<file path="src/rtl/sram_arb_pkg.sv">
// sram_arb_pkg: shared state type, sizing helpers and round-robin pick function for sram_arbiter.
package sram_arb_pkg;
  localparam int MAXN = 8;
  localparam int PTR_W = 3;
  typedef enum logic {IDLE, BUSY} arb_state_t;
  function automatic int burst_w(input int max_burst);
    return $clog2(max_burst) + 1;
  endfunction
  // First set bit of req at or after ptr, wrapping at n; zero when req is empty.
  function automatic logic [MAXN-1:0] rr_pick(input logic [MAXN-1:0] req, input logic [PTR_W-1:0] ptr, input int n);
    logic [PTR_W-1:0] k;
    rr_pick = '0;
    for (int j = 0; j < MAXN; j++) begin
      k = PTR_W'((int'(ptr) + j) % n);
      if (j < n && rr_pick == '0 && req[k]) rr_pick[k] = 1'b1;
    end
  endfunction
endpackage

</file>
<file path="src/rtl/sram_arbiter_if.sv">
// sram_arbiter_if: requester-side and SRAM-side signals of the arbiter.
// Modports: master (requesters + SRAM model drive inputs), slave (the arbiter).
interface sram_arbiter_if #(
  parameter int NUM_REQ = 4,
  parameter int ADDR_WIDTH = 4,
  parameter int DATA_WIDTH = 8
);
  logic [NUM_REQ-1:0] req, lock, we, gnt, rvalid;
  logic [NUM_REQ*ADDR_WIDTH-1:0] addr;
  logic [NUM_REQ*DATA_WIDTH-1:0] din;
  logic [DATA_WIDTH-1:0] rdata, mem_din, mem_dout;
  logic [ADDR_WIDTH-1:0] mem_addr;
  logic mem_cs, mem_we;
  modport master (output req, lock, we, addr, din, mem_dout,
                  input gnt, rvalid, rdata, mem_cs, mem_we, mem_addr, mem_din);
  modport slave (input req, lock, we, addr, din, mem_dout,
                 output gnt, rvalid, rdata, mem_cs, mem_we, mem_addr, mem_din);
endinterface

</file>
<file path="src/rtl/sram_arbiter_rr_picker.sv">
// rr_picker: combinational masked priority encoder.
// Ports: req_i requests, ptr_i round-robin start index, gnt_o one-hot winner (zero if no request).
module rr_picker
  import sram_arb_pkg::*;
#(
  parameter int N = 4
) (
  input  logic [N-1:0]     req_i,
  input  logic [PTR_W-1:0] ptr_i,
  output logic [N-1:0]     gnt_o
);
  assign gnt_o = N'(rr_pick(MAXN'(req_i), ptr_i, N));
endmodule

</file>
<file path="src/rtl/sram_arbiter.sv">
// sram_arbiter: round-robin arbiter sharing one single-port SRAM between NUM_REQ requesters.
// Ports: clk, rst_n (async active-low), bus (sram_arbiter_if.slave: req/lock/we/addr/din in,
// gnt/rvalid/rdata out, mem_cs/mem_we/mem_addr/mem_din to the SRAM, mem_dout from it).
// Build option: SRAM_ARB_FIXED_PRIO_EN gives requester 0 absolute priority.
module sram_arbiter
  import sram_arb_pkg::*;
#(
  parameter int NUM_REQ = 4,
  parameter int ADDR_WIDTH = 4,
  parameter int DATA_WIDTH = 8,
  parameter int MAX_BURST = 4
) (
  input logic clk,
  input logic rst_n,
  sram_arbiter_if.slave bus
);
  localparam int BW = burst_w(MAX_BURST);
  localparam logic [BW-1:0] BMAX = BW'(MAX_BURST - 1);
  arb_state_t state_q, state_d;
  logic [NUM_REQ-1:0] gnt_q, gnt_d, rvalid_q, rvalid_d, xfer, pick;
  logic [PTR_W-1:0] ptr_q, ptr_d, pick_nxt;
  logic [BW-1:0] cnt_q, cnt_d;
  logic hold, rr_new;

  rr_picker #(.N(NUM_REQ)) u_rr_picker (.req_i(bus.req), .ptr_i(ptr_q), .gnt_o(pick));

  // A stale grant (owner dropped req) never touches the memory.
  assign xfer = gnt_q & bus.req;
  // Owner keeps the port while locked, unless its burst is used up and someone else waits.
  assign hold = state_q == BUSY && |(xfer & bus.lock) && (cnt_q < BMAX || (bus.req & ~gnt_q) == '0);

  always_comb begin
    pick_nxt = '0;
    for (int i = 0; i < NUM_REQ; i++)
      if (pick[i]) pick_nxt = (i == NUM_REQ - 1) ? '0 : PTR_W'(i + 1);
  end

  always_comb begin
    state_d = |bus.req ? BUSY : IDLE;
    rr_new = |bus.req && !hold;
    gnt_d = hold ? gnt_q : pick;
`ifdef SRAM_ARB_FIXED_PRIO_EN
    if (bus.req[0]) begin
      gnt_d = NUM_REQ'(1);
      rr_new = 1'b0;
    end
`endif
    ptr_d = rr_new ? pick_nxt : ptr_q;
    cnt_d = (state_d == IDLE || gnt_d != gnt_q) ? '0 : (|xfer && cnt_q < BMAX) ? cnt_q + 1'b1 : cnt_q;
    rvalid_d = xfer & ~bus.we;
  end

  always_comb begin
    bus.mem_addr = '0;
    bus.mem_din = '0;
    for (int i = 0; i < NUM_REQ; i++)
      if (xfer[i]) begin
        bus.mem_addr = ADDR_WIDTH'(bus.addr >> (i * ADDR_WIDTH));
        bus.mem_din = DATA_WIDTH'(bus.din >> (i * DATA_WIDTH));
      end
  end

  assign bus.mem_cs = |xfer;
  assign bus.mem_we = |(xfer & bus.we);
  assign bus.gnt = gnt_q;
  assign bus.rvalid = rvalid_q;
  assign bus.rdata = bus.mem_dout;

  always_ff @(posedge clk or negedge rst_n)
    if (!rst_n) begin
      state_q <= IDLE;
      gnt_q <= '0;
      rvalid_q <= '0;
      ptr_q <= '0;
      cnt_q <= '0;
    end else begin
      state_q <= state_d;
      gnt_q <= gnt_d;
      rvalid_q <= rvalid_d;
      ptr_q <= ptr_d;
      cnt_q <= cnt_d;
    end
endmodule
</file>
<file path="src/flat_wrapper.sv">
// flat-port wrapper written by rule: the top's interface ports become plain ports
module sram_arbiter_flat import sram_arb_pkg::*;
#(
  parameter int NUM_REQ = 4,
  parameter int ADDR_WIDTH = 4,
  parameter int DATA_WIDTH = 8,
  parameter int MAX_BURST = 4
)
  (clk, rst_n, bus_req, bus_lock, bus_we, bus_addr, bus_din, bus_mem_dout, bus_gnt, bus_rvalid, bus_rdata, bus_mem_cs, bus_mem_we, bus_mem_addr, bus_mem_din);
  sram_arbiter_if #(.NUM_REQ(NUM_REQ), .ADDR_WIDTH(ADDR_WIDTH), .DATA_WIDTH(DATA_WIDTH)) bus_i ();
  input logic clk;
  input logic rst_n;
  input wire logic [$bits(bus_i.req)-1:0] bus_req;
  input wire logic [$bits(bus_i.lock)-1:0] bus_lock;
  input wire logic [$bits(bus_i.we)-1:0] bus_we;
  input wire logic [$bits(bus_i.addr)-1:0] bus_addr;
  input wire logic [$bits(bus_i.din)-1:0] bus_din;
  input wire logic [$bits(bus_i.mem_dout)-1:0] bus_mem_dout;
  output wire logic [$bits(bus_i.gnt)-1:0] bus_gnt;
  output wire logic [$bits(bus_i.rvalid)-1:0] bus_rvalid;
  output wire logic [$bits(bus_i.rdata)-1:0] bus_rdata;
  output wire logic [$bits(bus_i.mem_cs)-1:0] bus_mem_cs;
  output wire logic [$bits(bus_i.mem_we)-1:0] bus_mem_we;
  output wire logic [$bits(bus_i.mem_addr)-1:0] bus_mem_addr;
  output wire logic [$bits(bus_i.mem_din)-1:0] bus_mem_din;
  assign bus_i.req = bus_req;
  assign bus_i.lock = bus_lock;
  assign bus_i.we = bus_we;
  assign bus_i.addr = bus_addr;
  assign bus_i.din = bus_din;
  assign bus_i.mem_dout = bus_mem_dout;
  assign bus_gnt = bus_i.gnt;
  assign bus_rvalid = bus_i.rvalid;
  assign bus_rdata = bus_i.rdata;
  assign bus_mem_cs = bus_i.mem_cs;
  assign bus_mem_we = bus_i.mem_we;
  assign bus_mem_addr = bus_i.mem_addr;
  assign bus_mem_din = bus_i.mem_din;
  sram_arbiter #(.NUM_REQ(NUM_REQ), .ADDR_WIDTH(ADDR_WIDTH), .DATA_WIDTH(DATA_WIDTH), .MAX_BURST(MAX_BURST)) u_core (.clk(clk), .rst_n(rst_n), .bus(bus_i));
endmodule
</file>
<file path="config.mk">
export PLATFORM = sky130hd
export DESIGN_NAME = sram_arbiter_flat
export DESIGN_NICKNAME = d
export VERILOG_FILES = /design/src/rtl/sram_arb_pkg.sv /design/src/rtl/sram_arbiter_if.sv /design/src/rtl/sram_arbiter_rr_picker.sv /design/src/rtl/sram_arbiter.sv /design/src/flat_wrapper.sv
export SDC_FILE = /design/constraint.sdc
export NUM_CORES = 1
export LEC_CHECK = 0
export CORE_MARGIN = 2
export CORE_UTILIZATION = 42
export DETAILED_ROUTE_END_ITERATION = 10
export PLACE_DENSITY = 0.89
export SYNTH_ARGS = -nofsm -noshare
export SYNTH_HDL_FRONTEND = slang
export SYNTH_SLANG_ARGS = --single-unit
export TNS_END_PERCENT = 1
</file>
<file path="constraint.sdc">
create_clock -name clk -period 7.9 [get_ports clk]
set_clock_uncertainty 0.15 [all_clocks]
set_input_delay 1.185 -clock clk [delete_from_list [all_inputs] [get_ports clk]]
set_output_delay 1.185 -clock clk [all_outputs]
set_load 0.01 [all_outputs]
</file>
==> impl_metrics.json, run 1 <==
{
  "status": "complete, no violations",
  "clockBufferDepth": 2,
  "ys_seq_area_share_pct": 19.5,
  "drive_gt1_share_pct": 12.8,
  "die_x_um": 69.4,
  "grt_pass1_vias": 1922,
  "ys_async_sr_fraction_pct": 100,
  "crit_type": "input port to primary output",
  "dr.first_iter.drc_count": 169,
  "grtUsageTotal_pct": 24.5,
  "final_hold_viol_count": 0,
  "cpMostUsedCell": "clkdlybuf4s50_1",
  "die-area_mm2": 0.00481,
  "ir_drop_v": 0.000264,
  "p_leak_nw": 1.03,
  "ant_nets": 0,
  "crit_chain": "clkdlybuf4s50_1 -> and2_2 -> nor2_1 -> a221oi_1 -> o31ai_1 -> clkdlybuf4s50_1",
  "grt_max_degree": 28,
  "endpoint_kind": "primary output",
  "cp.required_ns": 6.57,
  "min_period_over_period_pct": 65.9,
  "clkTransAtPathRegs_ns": 0.06,
  "dpl.hpwl_um": 4710,
  "numPortBuffers": 83,
  "numCtsBuffers": 3,
  "hold_depth": 1,
  "clock_latency_ns": 0.25,
  "synthCells": 213,
  "htreeDepth": 1,
  "via_count": 1993,
  "holdBufCountCts": 0,
  "cts_root_buffer": "clkbuf_8",
  "cpPeakStageDelay_ns": 0.64,
  "cts_tree": "done",
  "reg2reg_slack_ns": 3.86,
  "holdCritStartpoint": "u_core.bus.gnt[3]",
  "area_growth_pct": 45.9,
  "antenna_found_initial": 0,
  "hp-class": "flip-flop to flip-flop",
  "finalCriticalPeriod_ns": 5.20,
  "setup_viol": 0,
  "slew-limit-headroom_pct": 48.5,
  "die_h_um": 69.4,
  "clkSinkCount": 14,
  "power.density_mw_per_mm2": 338,
  "reg2regPathDepth": 10,
  "place_inst": 327,
  "r2r_end": "u_core.cnt_q[2]",
  "grt_first_pass_wirelength_um": 9740,
  "num_rows": 23,
  "drc": 0,
  "synthFlopType": "dfrtp_1",
  "slew_violations": 0,
  "gp_congestion": 0.941,
  "first_pass_iters": 5,
  "path_max_fanout": 15,
  "synth.distinct_cells": 64,
  "drt-total-wl_um": 6080,
  "synth_fp_nets": 292,
  "whs_endpoint": "u_core.bus.gnt[3]",
  "max_freq_ghz": 0.192,
  "worstPathArrival_ns": 3.87,
  "ys_ff_latch": 14,
  "fin_nets": 361,
  "cap_viol_max_count": 0,
  "syn_avg_cell_area_um2": 8.43,
  "synth-edff-count": 0,
  "seqCellArea_um2": 350,
  "n_fill_cell": 326,
  "ys_warn_count": 0,
  "multi_input_area_mm2": 0.00127,
  "fp.coreArea_mm2": 0.00406,
  "overflow": 0,
  "via_per_inst": 6.02,
  "rsz0062_at_grt": "false",
  "setup.worst_path.start_class": "input port",
  "io_pins": 100,
  "cpMaxStageDelayCell": "nor2_1",
  "worst_pin_slew_ns": 0.770,
  "post_cts_buffers": 0,
  "cp_num_buf_inv": 2,
  "tns_ns": 0,
  "n_antenna_cell": 0,
  "stdcell_count": 331,
  "ctsResizeCount": 0,
  "cp_top_family": "buffers and inverters",
  "wire_per_inst_um": 18.4,
  "mappedNetlistArea_mm2": 0.00180,
  "start_util_pct": 44.2,
  "reg2reg_from": "u_core.ptr_q[0]"
}
cells by family after synthesis:
logic type               count (synthesis)  share of synthesized area, %
AO/OA/AOI/OAI                           76                          36.4
XOR/XNOR                                 3                          1.88
adder cells (fa/ha/maj)                  9                          6.27
buffers and inverters                   31                          9.62
flip-flops                              14                          19.5
multiplexers                            11                          8.85
AND/OR/NAND/NOR                         69                          17.5
layout by cell type, fill, tap and decap left out, types with 6 or more instances in the layout:
cell,count
nor2_1,22
o31ai_1,16
ha_1,9
dfrtp_1,14
a221oi_1,12
mux2_2,6
nand2_1,26
inv_1,11
clkdlybuf4s50_1,83
state kept, by name (all words and copies together) (netlist names):
name               flops
u_core.bus.rvalid      4
u_core.state_q         1
u_core.ptr_q           2
u_core.cnt_q           3
u_core.bus.gnt         4
Yosys cell counts, drive strengths merged (2+ instances only):
cell     n  share of area, %
a21boi   3               2.1
a21o     3               1.3
a21oi    4               1.3
a221o    3               1.7
a221oi  12               5.9
a22o     3               1.5
a311o    2               1.2
a31o     2              0.98
a31oi    3               1.4
a32o     2               1.1
and2     3               1.1
and3     2              0.77
buf     12               5.6
clkbuf   8               1.7
dfrtp   14                20
ha       9               6.3
inv     11               2.3
mux2     6               3.8
mux2i    2               1.1
mux4     3               4.0
nand2   27               5.8
nand3    4               1.4
nor2    22               4.6
nor3     3              0.84
o21ai    3              0.84
o22ai    3               1.0
o311ai   3               1.5
o31a     2               1.0
o31ai   17               7.4
or2      4               1.4
xnor2    2               1.4
stage by stage:
stage | hold WS (ns) | setup slack [ns] | area, um2 | utilization [%] | power [mW]
after CTS | 0.470 | 2.75 | 2620 | 64.6 | 0.878
after global routing | 0.484 | 2.45 | 2620 | 64.6 | 0.953
after global placement | 0.430 | 2.83 | 2560 | 63.2 | 0.782
final | 0.472 | 2.70 | 2620 | 64.6 | 0.885
after detailed placement | 0.454 | 2.75 | 2560 | 63.2 | 0.802
after floorplan | 0.439 | 4.07 | 1800 | - | 0.604
worst register-to-register path: cells and delay by family, from the launching register on:
family | cells | cell delay, ns
buf+inv | 1 | 0.27
xor+xnor | 1 | 0.17
flops | 1 | 0.72
fa+ha+maj | 1 | 0.45
compound gates | 5 | 1.53
simple gates | 1 | 0.12
mux | 1 | 0.51
cell type report:
class | count | share of cell area [%]
Clock buffer | 4 | 2.10
Tap cell | 50 | 2.39
Sequential cell | 14 | 13.4
Timing Repair Buffer | 84 | 32.0
Multi-Input combinational cell | 168 | 48.6
Inverter | 11 | 1.58
power breakdown:
part           leakage [nW]  switching (mW)  internal, mW
Combinational         0.821           0.352         0.329
Sequential            0.181          0.0411        0.0929
Clock                0.0288          0.0258        0.0442
worst max path at each step:
stage                     from              end  slack, ns  cells after the start
floorplan           bus_req[1]  bus_mem_addr[0]       4.07                      7
global placement    bus_req[1]  bus_mem_addr[0]       2.83                      6
detailed placement  bus_req[1]   bus_mem_din[1]       2.75                      6
CTS                 bus_req[1]  bus_mem_addr[0]       2.75                      6
global route        bus_req[1]   bus_mem_din[1]       2.45                      6
finish              bus_req[1]   bus_mem_din[1]       2.70                      6
routing by layer:
metal / GRT usage [%] / routed length [um] / vias up
li1: - / - / 950
met1: 31.7 / 2470 / 948
met2: 43.3 / 3170 / 80
met3: 2.47 / 337 / 15
met4: 6.75 / 99 / 0
met5: 0 / 0 / -
(Power assumes the default switching activity.)
==> run 2, diff against run 1 <==
--- a/config.mk
+++ b/config.mk
@@ -6,9 +6,9 @@
 export NUM_CORES = 1
 export LEC_CHECK = 0
 export CORE_MARGIN = 2
-export CORE_UTILIZATION = 42
+export CORE_UTILIZATION = 39
 export DETAILED_ROUTE_END_ITERATION = 10
-export PLACE_DENSITY = 0.89
+export PLACE_DENSITY = 0.84
 export SYNTH_ARGS = -nofsm -noshare
 export SYNTH_HDL_FRONTEND = slang
 export SYNTH_SLANG_ARGS = --single-unit
==> constraint.sdc (replaced) <==
create_clock -name clk -period 5.4 [get_ports clk]
set_clock_uncertainty 0.15 [all_clocks]
set_input_delay 0.81 -clock clk [delete_from_list [all_inputs] [get_ports clk]]
set_output_delay 0.81 -clock clk [all_outputs]
set_load 0.01 [all_outputs]
==> run 2 against run 1 <==
Combinational power up 46%; highest routed layer unchanged; routed wire length decreased by 8.4%; critical path depth unchanged; critical endpoint is now bus_mem_addr[1].
==> impl_metrics.json, run 2 (synthesized netlist as in run 1, its figures left out) <==
{
  "slew-limit-headroom_pct": 46.0,
  "post_dp_cell_area_mm2": 0.00257,
  "cp.required_ns": 4.44,
  "n_antenna_cell": 0,
  "numCtsBuffers": 3,
  "wire_per_inst_um": 16.7,
  "final_hold_viol_count": 0,
  "overflow": 0,
  "path_max_fanout": 15,
  "crit_chain": "clkdlybuf4s50_1 -> and2_2 -> nor2_1 -> a221oi_1 -> o31ai_1 -> clkdlybuf4s50_1",
  "max_freq_ghz": 0.229,
  "cpMostUsedCell": "clkdlybuf4s50_1",
  "ctsResizeCount": 0,
  "antenna_found_initial": 0,
  "num_rows": 24,
  "setup_viol": 0,
  "setup.worst_path.start_class": "input port",
  "place_inst": 330,
  "grtUsageTotal_pct": 21.1,
  "cts_tree": "done",
  "drc": 0,
  "grt_pass1_vias": 1898,
  "reg2regPathDepth": 10,
  "area_growth_pct": 45.7,
  "worst_pin_slew_ns": 0.807,
  "status": "complete, no violations",
  "power.density_mw_per_mm2": 486,
  "post_cts_buffers": 0,
  "final_cell_mix": "clkdlybuf4s50_1 (83), nand2_1 (26), nor2_1 (22)",
  "n_fill_cell": 402,
  "final_common_cell": "clkdlybuf4s50_1",
  "htreeDepth": 1,
  "ant_nets": 0,
  "die_x_um": 71.9,
  "clkSinkCount": 14,
  "numPortBuffers": 83,
  "die_h_um": 71.9,
  "drt-total-wl_um": 5570,
  "first_pass_iters": 4,
  "die-area_mm2": 0.00516,
  "min_period_over_period_pct": 80.8,
  "io_pins": 100,
  "holdBufCountCts": 0,
  "fin_nets": 362,
  "finalCriticalPeriod_ns": 4.37,
  "setup.worst_path.start": "bus_req[1]",
  "clockBufferDepth": 2,
  "worstPathArrival_ns": 3.41,
  "stdcell_count": 333,
  "cpPeakStageDelay_ns": 0.66,
  "cts_root_buffer": "clkbuf_8",
  "slew_violations": 0,
  "reg2reg_slack_ns": 1.56,
  "holdWs_ns": 0.454,
  "rsz0062_at_grt": "false",
  "r2r_end": "u_core.cnt_q[2]",
  "crit_path_end": "bus_mem_addr[1]",
  "cap_viol_max_count": 0,
  "via_per_inst": 5.81,
  "clock_latency_ns": 0.24,
  "hp-class": "flip-flop to flip-flop",
  "reg2reg_from": "u_core.ptr_q[0]",
  "clkTransAtPathRegs_ns": 0.05,
  "gp_congestion": 0.808,
  "start_util_pct": 41.0,
  "grt_max_degree": 28,
  "p_leak_nw": 1.03,
  "tns_ns": 0,
  "holdCritStartpoint": "u_core.bus.gnt[3]",
  "grt_first_pass_wirelength_um": 8950,
  "drive_gt1_share_pct": 12.8,
  "ir_drop_v": 0.000313,
  "dr.first_iter.drc_count": 123,
  "fin_area_mm2": 0.00262,
  "crit_type": "input port to primary output",
  "endpoint_kind": "primary output",
  "cpMaxStageDelayCell": "nor2_1",
  "power_mw": 1.27,
  "dpl.hpwl_um": 4380,
  "fp.coreArea_mm2": 0.00438,
  "via_count": 1934
}
-- run 2: area by class of cell --
| class | count | area, um2 | area share (%) |
|---|---|---|---|
| inverter | 11 | 41.3 | 1.58 |
| clock buffer | 3 | 41.3 | 1.58 |
| multi-input combinational | 168 | 1270 | 48.6 |
| sequential | 14 | 350 | 13.4 |
| tap | 52 | 65.1 | 2.49 |
| timing repair buffer | 85 | 846 | 32.3 |
-- run 2: worst max-delay path: cells and delay by family --
kind                   cells  cell delay, ns
and+or+nand+nor            2            1.02
AOI/OAI and AO/OA          2            0.43
buffers and inverters      2            1.14
-- run 2: power breakdown --
| group | switching, mW | total (mW) | internal, mW |
|---|---|---|---|
| combinational | 0.511 | 0.992 | 0.481 |
| clock | 0.0339 | 0.0831 | 0.0492 |
| sequential | 0.0594 | 0.195 | 0.136 |
-- run 2: layer usage --
metal	vias up	GRT usage, %	wire (um)
li1	950	-	-
met5	-	0	0
met1	909	27.7	2280
met2	65	36.3	2870
met3	10	3.23	371
met4	0	5.24	46
-- run 2: worst min path at each step --
stage	endpoint	slack [ns]	cells after the start
after floorplan	u_core.bus.gnt[0]	0.36	0
after global placement	u_core.bus.gnt[3]	0.44	1
after detailed placement	u_core.bus.gnt[3]	0.44	1
after CTS	u_core.bus.gnt[3]	0.45	1
after global routing	u_core.bus.gnt[3]	0.49	1
final	u_core.bus.gnt[3]	0.45	1
-- run 2: through the flow --
step | util [%] | worst slack, ns
4_1_cts | 59.7 | 1.06
3_3_place_gp | 58.7 | 1.12
5_1_grt | 59.7 | 0.857
6_report | 59.7 | 1.03
2_1_floorplan | - | 2.07
3_5_place_dp | 58.7 | 1.06
==> run 3, diff against run 2 <==
--- a/config.mk
+++ b/config.mk
@@ -6,9 +6,9 @@
 export NUM_CORES = 1
 export LEC_CHECK = 0
 export CORE_MARGIN = 2
-export CORE_UTILIZATION = 39
+export CORE_UTILIZATION = 36
 export DETAILED_ROUTE_END_ITERATION = 10
-export PLACE_DENSITY = 0.84
+export PLACE_DENSITY = 0.82
 export SYNTH_ARGS = -nofsm -noshare
 export SYNTH_HDL_FRONTEND = slang
 export SYNTH_SLANG_ARGS = --single-unit
==> constraint.sdc (replaced) <==
create_clock -name clk -period 4 [get_ports clk]
set_clock_uncertainty 0.15 [all_clocks]
set_input_delay 0.6 -clock clk [delete_from_list [all_inputs] [get_ports clk]]
set_output_delay 0.6 -clock clk [all_outputs]
set_load 0.01 [all_outputs]
==> run 3 against run 2 <==
Utilization shrank 3.6 points; global-route usage shrank 1.2 points; worst setup slack got worse by 0.62 ns; flip-flop and latch count unchanged; first-iteration DRC count grew 2.4%.
==> impl_metrics.json, run 3 (synthesized netlist as in run 1, its figures left out) <==
{
  "status": "complete, no violations",
  "n_antenna_cell": 0,
  "clkSinkCount": 14,
  "worstPathArrival_ns": 2.83,
  "grtUsageTotal_pct": 19.8,
  "num_rows": 25,
  "cap_viol_max_count": 0,
  "fp.coreArea_mm2": 0.00475,
  "power.density_mw_per_mm2": 653,
  "crit_chain": "clkdlybuf4s50_1 -> nand2_1 -> nor2_2 -> a221oi_1 -> o31ai_1 -> clkdlybuf4s50_1",
  "dr.first_iter.drc_count": 126,
  "p_leak_nw": 1.05,
  "power_mw": 1.74,
  "worst_pin_slew_ns": 0.653,
  "antenna_found_initial": 0,
  "holdWs_ns": 0.428,
  "slew_violations": 0,
  "final_hold_viol_count": 0,
  "tns_ns": 0,
  "grt_max_degree": 28,
  "path_max_fanout": 12,
  "io_pins": 100,
  "ant_nets": 0,
  "place_inst": 347,
  "via_count": 1970,
  "clkTransAtPathRegs_ns": 0.06,
  "gp_congestion": 0.861,
  "numCtsBuffers": 3,
  "cpPeakStageDelay_ns": 0.66,
  "die_x_um": 74.6,
  "grt_pass1_vias": 1818,
  "area_growth_pct": 48.5,
  "start_util_pct": 37.8,
  "cpMostUsedCell": "clkdlybuf4s50_1",
  "ir_drop_v": 0.000445,
  "rsz0062_at_grt": "false",
  "clockBufferDepth": 2,
  "numPortBuffers": 83,
  "holdBufCountCts": 0,
  "min_period_over_period_pct": 89.6,
  "fin_nets": 364,
  "final_common_cell": "clkdlybuf4s50_1",
  "die_h_um": 74.6,
  "endpoint_kind": "primary output",
  "stdcell_count": 351,
  "drt-total-wl_um": 5720,
  "first_pass_iters": 4,
  "clock_latency_ns": 0.25,
  "overflow": 0,
  "ctsResizeCount": 0,
  "setup.worst_path.start_class": "input port",
  "dpl.hpwl_um": 4510,
  "setup_viol": 0,
  "n_fill_cell": 446,
  "cp.required_ns": 3.25,
  "hp-class": "flip-flop to flip-flop",
  "grt_first_pass_wirelength_um": 8560,
  "finalCriticalPeriod_ns": 3.58,
  "post_cts_buffers": 0,
  "cpMaxStageDelayCell": "clkdlybuf4s50_1",
  "htreeDepth": 1,
  "die-area_mm2": 0.00557,
  "crit_type": "input port to primary output",
  "final_cell_mix": "clkdlybuf4s50_1 (83), nand2_1 (26), nor2_1 (21)",
  "via_per_inst": 5.61,
  "cts_tree": "done",
  "cts_root_buffer": "clkbuf_8",
  "drive_gt1_share_pct": 14.1,
  "wire_per_inst_um": 16.3,
  "post-route-util_pct": 56.1,
  "slew-limit-headroom_pct": 56.3,
  "drc": 0,
  "max_freq_ghz": 0.279
}
[run 3: area by class of cell]
class / instances / area [um2] / share of cell area [%]
Inverter: 11 / 41.3 / 1.55
Multi-Input combinational cell: 168 / 1270 / 47.8
Tap cell: 67 / 83.8 / 3.14
Sequential cell: 14 / 350 / 13.1
Clock buffer: 4 / 55.1 / 2.06
Timing Repair Buffer: 87 / 861 / 32.3
[run 3: per-stage QoR]
stage               cell area (um2)  setup slack, ns
floorplan                      1800            0.672
global placement               2610            0.250
detailed placement             2610            0.217
CTS                            2660            0.197
global route                   2670            0.244
finish                         2670            0.417
[run 3: path summary, 6_finish.rpt]
check / from / slack (ns) / cells after the start / to
worst max-delay path: bus_req[0] / 0.42 / 6 / bus_mem_din[1]
worst min-delay path: u_core.ptr_q[0] / 0.43 / 2 / u_core.ptr_q[0]
worst max register to register: u_core.ptr_q[0] / 0.59 / 10 / u_core.cnt_q[1]
worst min register to register: u_core.ptr_q[0] / 0.43 / 2 / u_core.ptr_q[0]
max in group asynchronous: rst_n / 2.68 / 1 / u_core.bus.rvalid[1]
min in group asynchronous: rst_n / 0.60 / 1 / u_core.bus.gnt[1]
[run 3: metal layers]
| layer | vias up | global-route usage [%] | wire length, um |
|---|---|---|---|
| met4 | 0 | 7.14 | 136 |
| met2 | 81 | 34.7 | 2770 |
| li1 | 954 | - | - |
| met1 | 922 | 24.8 | 2330 |
| met3 | 13 | 3.08 | 485 |
| met5 | - | 0 | 0 |
[run 3: where the power goes]
group	switching, mW	internal [mW]	leakage [nW]
Combinational	0.702	0.664	0.836
Clock	0.0527	0.0873	0.0288
Sequential	0.0520	0.184	0.181
Total	0.806	0.936	1.05
[run 3: worst max-delay path: cells and delay by family]
family,cells,cell delay [ns]
simple gates,2,0.57
compound gates,2,0.41
buf+inv,2,1.25
